### src/rtl/freecell_move_sequencer.sv
// freecell_move_sequencer
//   Queues FreeCell moves from a host and feeds them one at a time to the
//   freecell player's source/dest inputs. It inserts NOP gap cycles between
//   moves and stops when the player wins, when the queue drains, or when the
//   move limit is reached.
//
// Optional feature: define FREECELL_SEQ_FILTER_EN to drop entries whose source
//   is a home cell (11xx) or whose source equals dest. Dropped entries are
//   counted on reject_count; that port exists only when the macro is defined.
//
// Ports
//   clock, reset        single clock; synchronous active-high reset
//   push_valid/push_move/push_ready   move FIFO write side {source, dest}
//   start, pause, win   run control and the player's win flag
//   source, dest        registered move to the player (NOP = 4'hC / 4'hC)
//   busy, done, won, timeout          run status
//   move_count          moves issued this run (saturating)
//   fifo_count          entries currently queued
//   reject_count        (filter build only) entries dropped by the filter

module freecell_move_sequencer #(
  parameter int unsigned DEPTH      = 64,
  parameter int unsigned GAP_CYCLES = 1,
  parameter int unsigned MAX_MOVES  = 200,
  parameter int unsigned COUNT_W    = 16
) (
  input  logic                         clock,
  input  logic                         reset,
  input  logic                         push_valid,
  input  logic [7:0]                   push_move,
  output logic                         push_ready,
  input  logic                         start,
  input  logic                         pause,
  input  logic                         win,
  output logic [3:0]                   source,
  output logic [3:0]                   dest,
  output logic                         busy,
  output logic                         done,
  output logic                         won,
  output logic                         timeout,
  output logic [COUNT_W-1:0]           move_count,
  output logic [$clog2(DEPTH+1)-1:0]   fifo_count
`ifdef FREECELL_SEQ_FILTER_EN
  ,
  output logic [7:0]                   reject_count
`endif
);

  localparam int unsigned PtrW = $clog2(DEPTH);
  localparam int unsigned FcW  = $clog2(DEPTH + 1);
  localparam logic [3:0]  Nop  = 4'b1100;
  // GAP holds for GAP_CYCLES cycles; the down-counter is loaded one short
  // because the exit test happens on the counter reaching zero.
  localparam logic [3:0]  GapLoad = (GAP_CYCLES == 0) ? 4'd0 : 4'(GAP_CYCLES - 1);
  localparam bit          HasGap  = (GAP_CYCLES != 0);
  localparam logic [COUNT_W-1:0] MaxCount = COUNT_W'(MAX_MOVES);

  typedef enum logic [2:0] {
    StIdle,
    StRun,
    StGap,
    StPause,
    StDone,
    StWon
  } state_e;

  state_e               state_q, state_d;
  logic [7:0]           mem_q [DEPTH];
  logic [PtrW-1:0]      rd_ptr_q, wr_ptr_q;
  logic [FcW-1:0]       fcount_q;
  logic [3:0]           src_q, src_d, dst_q, dst_d;
  logic [3:0]           gap_q, gap_d;
  logic [COUNT_W-1:0]   mcount_q, mcount_d;
  logic                 timeout_q, timeout_d;
  logic                 push_acc, pop, fifo_empty, reject, clr_rej, inc_rej;
  logic [7:0]           head;

  assign push_ready = (fcount_q < FcW'(DEPTH));
  assign push_acc   = push_valid && push_ready;
  assign fifo_empty = (fcount_q == '0);
  assign head       = mem_q[rd_ptr_q];

`ifdef FREECELL_SEQ_FILTER_EN
  assign reject = (head[7:6] == 2'b11) || (head[7:4] == head[3:0]);
`else
  assign reject = 1'b0;
`endif

  always_comb begin
    state_d   = state_q;
    src_d     = Nop;
    dst_d     = Nop;
    gap_d     = gap_q;
    mcount_d  = mcount_q;
    timeout_d = timeout_q;
    pop       = 1'b0;
    clr_rej   = 1'b0;
    inc_rej   = 1'b0;
    unique case (state_q)
      StIdle, StDone: begin
        if (start) begin
          state_d   = StRun;
          mcount_d  = '0;
          timeout_d = 1'b0;
          clr_rej   = 1'b1;
        end
      end
      StRun: begin
        if (win) begin
          state_d = StWon;
        end else if (pause) begin
          state_d = StPause;
        end else if (mcount_q == MaxCount) begin
          state_d   = StDone;
          timeout_d = 1'b1;
        end else if (fifo_empty) begin
          state_d = StDone;
        end else begin
          pop = 1'b1;
          if (reject) begin
            // Filtered entry: consumed silently, next entry may go next cycle.
            inc_rej = 1'b1;
          end else begin
            src_d = head[7:4];
            dst_d = head[3:0];
            if (mcount_q != {COUNT_W{1'b1}}) mcount_d = mcount_q + COUNT_W'(1);
            if (HasGap) begin
              state_d = StGap;
              gap_d   = GapLoad;
            end
          end
        end
      end
      StGap: begin
        if (win) begin
          state_d = StWon;
        end else if (gap_q == 4'd0) begin
          state_d = StRun;
        end else begin
          gap_d = gap_q - 4'd1;
        end
      end
      StPause: begin
        if (win) begin
          state_d = StWon;
        end else if (!pause) begin
          state_d = StRun;
        end
      end
      StWon: begin
        state_d = StWon;
      end
      default: begin
        state_d = StIdle;
      end
    endcase
  end

  always_ff @(posedge clock) begin
    if (reset) begin
      state_q   <= StIdle;
      rd_ptr_q  <= '0;
      wr_ptr_q  <= '0;
      fcount_q  <= '0;
      src_q     <= Nop;
      dst_q     <= Nop;
      gap_q     <= 4'd0;
      mcount_q  <= '0;
      timeout_q <= 1'b0;
    end else begin
      state_q   <= state_d;
      src_q     <= src_d;
      dst_q     <= dst_d;
      gap_q     <= gap_d;
      mcount_q  <= mcount_d;
      timeout_q <= timeout_d;
      if (push_acc) wr_ptr_q <= wr_ptr_q + PtrW'(1);
      if (pop)      rd_ptr_q <= rd_ptr_q + PtrW'(1);
      if (push_acc && !pop) begin
        fcount_q <= fcount_q + FcW'(1);
      end else if (pop && !push_acc) begin
        fcount_q <= fcount_q - FcW'(1);
      end
    end
  end

  // Storage needs no reset; occupancy is tracked by the pointers and count.
  always_ff @(posedge clock) begin
    if (push_acc) mem_q[wr_ptr_q] <= push_move;
  end

`ifdef FREECELL_SEQ_FILTER_EN
  logic [7:0] rej_q;
  always_ff @(posedge clock) begin
    if (reset || clr_rej) begin
      rej_q <= 8'd0;
    end else if (inc_rej && rej_q != 8'hFF) begin
      rej_q <= rej_q + 8'd1;
    end
  end
  assign reject_count = rej_q;
`endif

  assign source     = src_q;
  assign dest       = dst_q;
  assign busy       = (state_q == StRun) || (state_q == StGap) || (state_q == StPause);
  assign done       = (state_q == StDone) || (state_q == StWon);
  assign won        = (state_q == StWon);
  assign timeout    = timeout_q;
  assign move_count = mcount_q;
  assign fifo_count = fcount_q;

endmodule

### config.mk
export PLATFORM = sky130hd
export DESIGN_NAME = freecell_move_sequencer
export DESIGN_NICKNAME = d
export VERILOG_FILES = /design/src/rtl/freecell_move_sequencer.sv
export SDC_FILE = /design/constraint.sdc
export NUM_CORES = 1
export LEC_CHECK = 0
export CELL_PAD_IN_SITES_DETAIL_PLACEMENT = 1
export CELL_PAD_IN_SITES_GLOBAL_PLACEMENT = 1
export CORE_MARGIN = 2
export CORE_UTILIZATION = 45
export CTS_CLUSTER_SIZE = 14
export DETAILED_ROUTE_END_ITERATION = 8
export PLACE_DENSITY = 0.79
export REMOVE_ABC_BUFFERS = 1
export SETUP_SLACK_MARGIN = 0.3
export SLEW_MARGIN = 40
export SYNTH_ARGS = -nofsm -noshare
export SYNTH_HDL_FRONTEND = slang
export SYNTH_SLANG_ARGS = --single-unit
### constraint.sdc
create_clock -name clock -period 3 [get_ports clock]
set_clock_uncertainty 0.05 [all_clocks]
set_input_delay 0.6 -clock clock [delete_from_list [all_inputs] [get_ports clock]]
set_output_delay 0.6 -clock clock [all_outputs]
set_load 0.01 [all_outputs]
After elaboration in Yosys (flattened, before gate mapping) --
Memory sizes are Yosys's and may differ from the RTL's. A register that Yosys moved wholly into a read port is not among the register bits. Index checks and enable logic that the tools add are counted.
Operators by class: add/sub/neg operators 6, $lt $le $gt $ge 1, equal/unequal tests 18, muxes and demuxes 38, bitwise logic cells 1, reduce and logical (&&, ||, !) cells 20
Operators with widths (number):
- two-way mux 16 bit | 6
- case mux 16 bit (2 select lines) | 1
- two-way mux 3 bit | 9
- two-way mux 4 bit | 6
- inequality test 2 bit, second input constant | 9
- adder 16 x 1 -> 16 bit, second input constant | 1
- equality test 16 x 8 -> 1 bit, second input constant | 1
- inequality test 16 bit, second input constant | 1
- case mux 3 bit (5 select lines) | 1
- two-way mux 7 bit | 2
- AND reduction 7 bit | 2
- adder 6 x 1 -> 6 bit, second input constant | 2
- two-way mux 1 bit | 11
- case mux 4 bit (2 select lines) | 1
- adder 7 x 1 -> 7 bit, second input constant | 1
- logical NOT 7 bit | 1
- < comparator 7 bit, second input constant | 1
- subtractor 7 x 1 -> 7 bit, second input constant | 1
- equality test 3 x 2 -> 1 bit, second input constant | 2
- equality test 3 bit, second input constant | 2
- inequality test 3 bit, second input constant | 2
- nonzero test 2 bit | 3
- OR reduction 6 bit | 1
- AND reduction 5 bit | 1
- 11 further kinds | 16
Storage, ports and cells: register bits after elaboration 43, bits in writable memories 512, bits of input ports 14, output and inout port bits 36, word-level logic and storage cells 92, memories kept 1
Memories:
- mem_q | depth 64, width 8, rd ports 1, clocked after memory_dff 1, wr ports 1, RTL line 68 | logic [7:0] mem_q [DEPTH];

Logic depth before layout (Yosys ltp) --
depth in word-level cells 9, depth in mapped cells 13, depth with buffers taken out 13

Least setup slack after synthesis --
Ideal clock, no wire load.
path type flip-flop to flip-flop, start point register state_q[2], end point register fcount_q[6], in the netlist fifo_count[6], setup time 121 ps, arrival time 3016 ps, required time 2829 ps, slack -187 ps, cell stages (with the launch flop) 13, path buffers 1, period minus slack after synthesis 3187 ps, cells stage by stage dfxtp_1 buf_2 or3b_1 nor3_1 nand3_1 ha_1 inv_1 ha_1 nor2b_1 o21a_1 o21a_1 o211ai_1 mux2_2
On the way: longest elaborated chain between the ends 5, elaborated cells on any way between the ends 7, those cells by class 1 x eq/ne; 2 x mux; 4 x reduce/logical
RTL lines:
- from (decl) | RTL line 67 | state_e state_q, state_d;
- from (signal assigned) | RTL line 161 | state_q <= StIdle;
- from (signal assigned) | RTL line 171 | state_q <= state_d;
- equality test 3 x 1 -> 1 bit (*) | RTL line 99 | unique case (state_q)
- two-way mux 1 bit (*) | RTL line 99
- logical NOT 1 bit | RTL line 179 | if (push_acc && !pop) begin
- logical AND 1 bit | RTL line 179
- two-way mux 7 bit or nonzero test 2 bit (tied branches)
- to (signal assigned) | RTL line 180 | fcount_q <= fcount_q + FcW'(1);
- to (signal assigned) | RTL line 182 | fcount_q <= fcount_q - FcW'(1);
- to (decl) | RTL line 70 | logic [FcW-1:0] fcount_q;
Every way passes the cells marked *; elsewhere a longest branch is shown, timed or not. A chain may end at the register's enable or synchronous reset.

Final worst setup path --
start point register state_q[1], end point register fcount_q[6], in the netlist fifo_count[6]
Same word-level chain as after synthesis.

==> run metrics <==
multi-input logic area 6230 µm²; first-pass GRT wire length 95,400 µm; P_leak 8.75 nW; via count 13,600; final setup violation count 0; main combinational cell family by area after synthesis multiplexers; min cycle time layout 2.73 ns; CTS max path bufs 3; reg-to-reg slack, setup 0.27 ns; Crit path arrival time 3.19 ns; Nets 1,552; largest net degree at the start of global routing 65; Post-synth EDFFs 512; Worst-Skew Late Latency 0.62 ns; worst setup path category reg -> reg; predominant post-synthesis flop cell edfxtp_1; worst vdd ir 0.428 mV; Initial Utilization 45.5%; met1 Use GR 33.2%; Synth top area share 67.3%; PortBufs 49; hold-fix buffers at CTS 0; max-slew violations 0; Mapped Area 22,900 µm²; Worst Max-Slew Pin Slew 0.804 ns; Layout fillers 4,569; Power, Total 17.5 mW; Core Box Area 50,200 µm²; Vias/cell 6.05; DR pass1 iterations 5; synthesized area per cell 17.7 µm²; TritonCTS clock tree yes; critical path startpoint category flip-flop; Compound-Gate Fraction of Synth Area 5.12%; Seq cells post-synth 563; GR Overflow Total 0; die footprint 52,600 µm²; Post-synth ARST share 0%; adder-cell area share of the yosys netlist 0.745%; met2 usage 40.4%; hold path start push_move[4]; Hold Path End mem_q[6][4]$_DFFE_PP_; worst reg2reg path depth 11; clock root cell clkbuf_16; count of clock tree sinks 563; final core utilization 54.5%; GRT Total Usage 24.4%; RD Place Congestion 0.878; Final ANT Viol Nets 0; vias in the first global route 14,500; Worst setup EP type flip-flop; PwrDens 639 nW/µm²; die height 229 µm; Yosys cell types 75; area leader, netlist edfxtp_1; drt drc 0; xor/xnor share of the synthesized area 0.422%; commonest cells in the netlist edfxtp_1, mux4_2, nor2_1, nand2_1, dfxtp_1; Slew HR 46.4%; Simple-Gate Fraction of Synth Area 6.58%; hpwl dp 41,100 µm; unrepaired setup endpoints after global routing true; Top-Level Pins 50; DRT Wirelength 63,200 µm; top area cells in the synthesized netlist edfxtp_1, mux4_2, dfxtp_1; total of warnings raised by yosys 0; pre-CTS worst setup slack -0.368 ns; Synth-to-Final Area Change 19.7%; Hold Fails Final Rpt 0; post-synthesis mux area share 13.5%; final worst slack 0.266 ns; Worst EP required 3.45 ns; gate count after technology mapping 1,289; crit path max fanout 3; Placed Instance Area 25,300 µm²; worst reg2reg path startpoint state_q[1]$_SDFFE_PP0P_; reg-to-reg endpoint fifo_count[6]$_SDFFE_PP0P_; Setup TNS 0 ns; fmax 0.366 GHz; WL/cell 28.2 µm; die width 229 µm; Storage cell area 16,400 µm²; grt met3 use 3.98%; Worst Hold Class in -> reg; top-count cell post-synth edfxtp_1; clk slew on worst S/H paths 0.07 ns; busiest grt layer met2; # rows 82; Seq/Total Area, Yosys 71.7%; Max H-tree Level 2; Worst Hold Depth 1; status finished clean; Final Instance Area 27,400 µm²; share of layout cells above drive strength 1 30.0%; max_cap viols 0; initial antenna violation count 0; DR iter-0 viols 1,647; CTS Buf Count 56; fin crit share 91.1%; Inserted Diodes 0
## logic make-up (layout without fill, tap and decap cells)
kind of cell | after synthesis | after routing
buffers and inverters | 85 | 367
adder cells (fa/ha/maj) | 13 | 13
flip-flops | 563 | 563
AO/OA/AOI/OAI | 166 | 166
AND/OR/NAND/NOR | 297 | 297
multiplexers | 154 | 154
XOR/XNOR | 11 | 11
## flip-flops by register name, indices dropped and copies added, names as in the netlist
register / flops
mem_q: 512
fifo_count: 7
dest: 4
source: 4
state_q: 3
gap_q: 4
rd_ptr_q: 6
move_count: 16
timeout: 1
wr_ptr_q: 6
## per-layer routing
layer,share of wire [%],wire [µm]
met1,40,25500
met2,49,31200
met3,7.4,4680
met4,2.9,1850
met5,0,0
## power breakdown
group	internal [mW]	leakage, nW	switching [mW]
clock	3.75	0.854	2.95
combinational	0.893	2.87	1.12
sequential	8.67	5.02	0.105
total	13.3	8.75	4.18
## area by class of cell
class,count,area share [%]
inverters,18,0.256
clock inverters,31,0.759
clock buffers,73,5.58
well taps,672,3.07
flip-flops and latches,563,60.0
multi-input cells,641,22.8
repair buffers,245,7.54
## worst max-delay path, stage by stage, from the launching register on
cell,delay [ns]
dfxtp_2,0.32
or3b_4,0.41
nor3_4,0.19
nand3_4,0.12
ha_4,0.19
fa_2,0.38
nor2b_4,0.12
o21a_1,0.15
buf_4,0.12
o2111ai_2,0.10
o211ai_1,0.12
mux2_2,0.35
## cells in the final DEF (no fill, tap or decap), types with 12 or more instances in the layout
master,synthesis,routed
clkbuf_16,0,57
nor2_1,101,101
nand3_1,22,21
inv_1,16,14
o31ai_1,17,16
nor3_1,24,21
dfxtp_1,51,42
nand2_1,58,58
edfxtp_1,512,512
clkbuf_1,16,12
clkinv_2,0,14
mux2i_1,22,22
o22ai_1,12,12
clkdlybuf4s50_1,0,41
a21oi_1,43,42
buf_4,17,184
or4_1,13,13
a22oi_1,25,25
mux4_2,123,123
nor2b_1,13,12
## how the worst max path moves through the flow
stage / from / to / slack (ns) / depth (start not counted)
after floorplan: rd_ptr_q[0]$_SDFFE_PP0P_ / dest[3]$_SDFF_PP1_ / -3.04 / 5
after global placement: pause / fifo_count[6]$_SDFFE_PP0P_ / -0.26 / 11
after detailed placement: win / fifo_count[6]$_SDFFE_PP0P_ / -0.37 / 11
after CTS: state_q[1]$_SDFFE_PP0P_ / fifo_count[6]$_SDFFE_PP0P_ / 0.20 / 11
after global routing: state_q[1]$_SDFFE_PP0P_ / fifo_count[6]$_SDFFE_PP0P_ / 0.13 / 12
final: state_q[1]$_SDFFE_PP0P_ / fifo_count[6]$_SDFFE_PP0P_ / 0.27 / 11
## repair_timing
item / CTS / global route
buffers inserted: 8 / 2
gates cloned: 0 / 0
setup endpoints to repair: 8 / 11
endpoints found under the hold margin: 0 / 0
pin swaps: 9 / 11
gates resized for setup: 22 / 16
## through the flow
step | std cells | hold WS, ns
2_1_floorplan | 1222 | 0.397
3_3_place_gp | 2129 | 0.404
3_5_place_dp | 2129 | 0.429
4_1_cts | 2241 | 0.326
5_1_grt | 2243 | 0.349
6_report | 2243 | 0.362
Note: power is estimated with default switching activity, not from simulation.
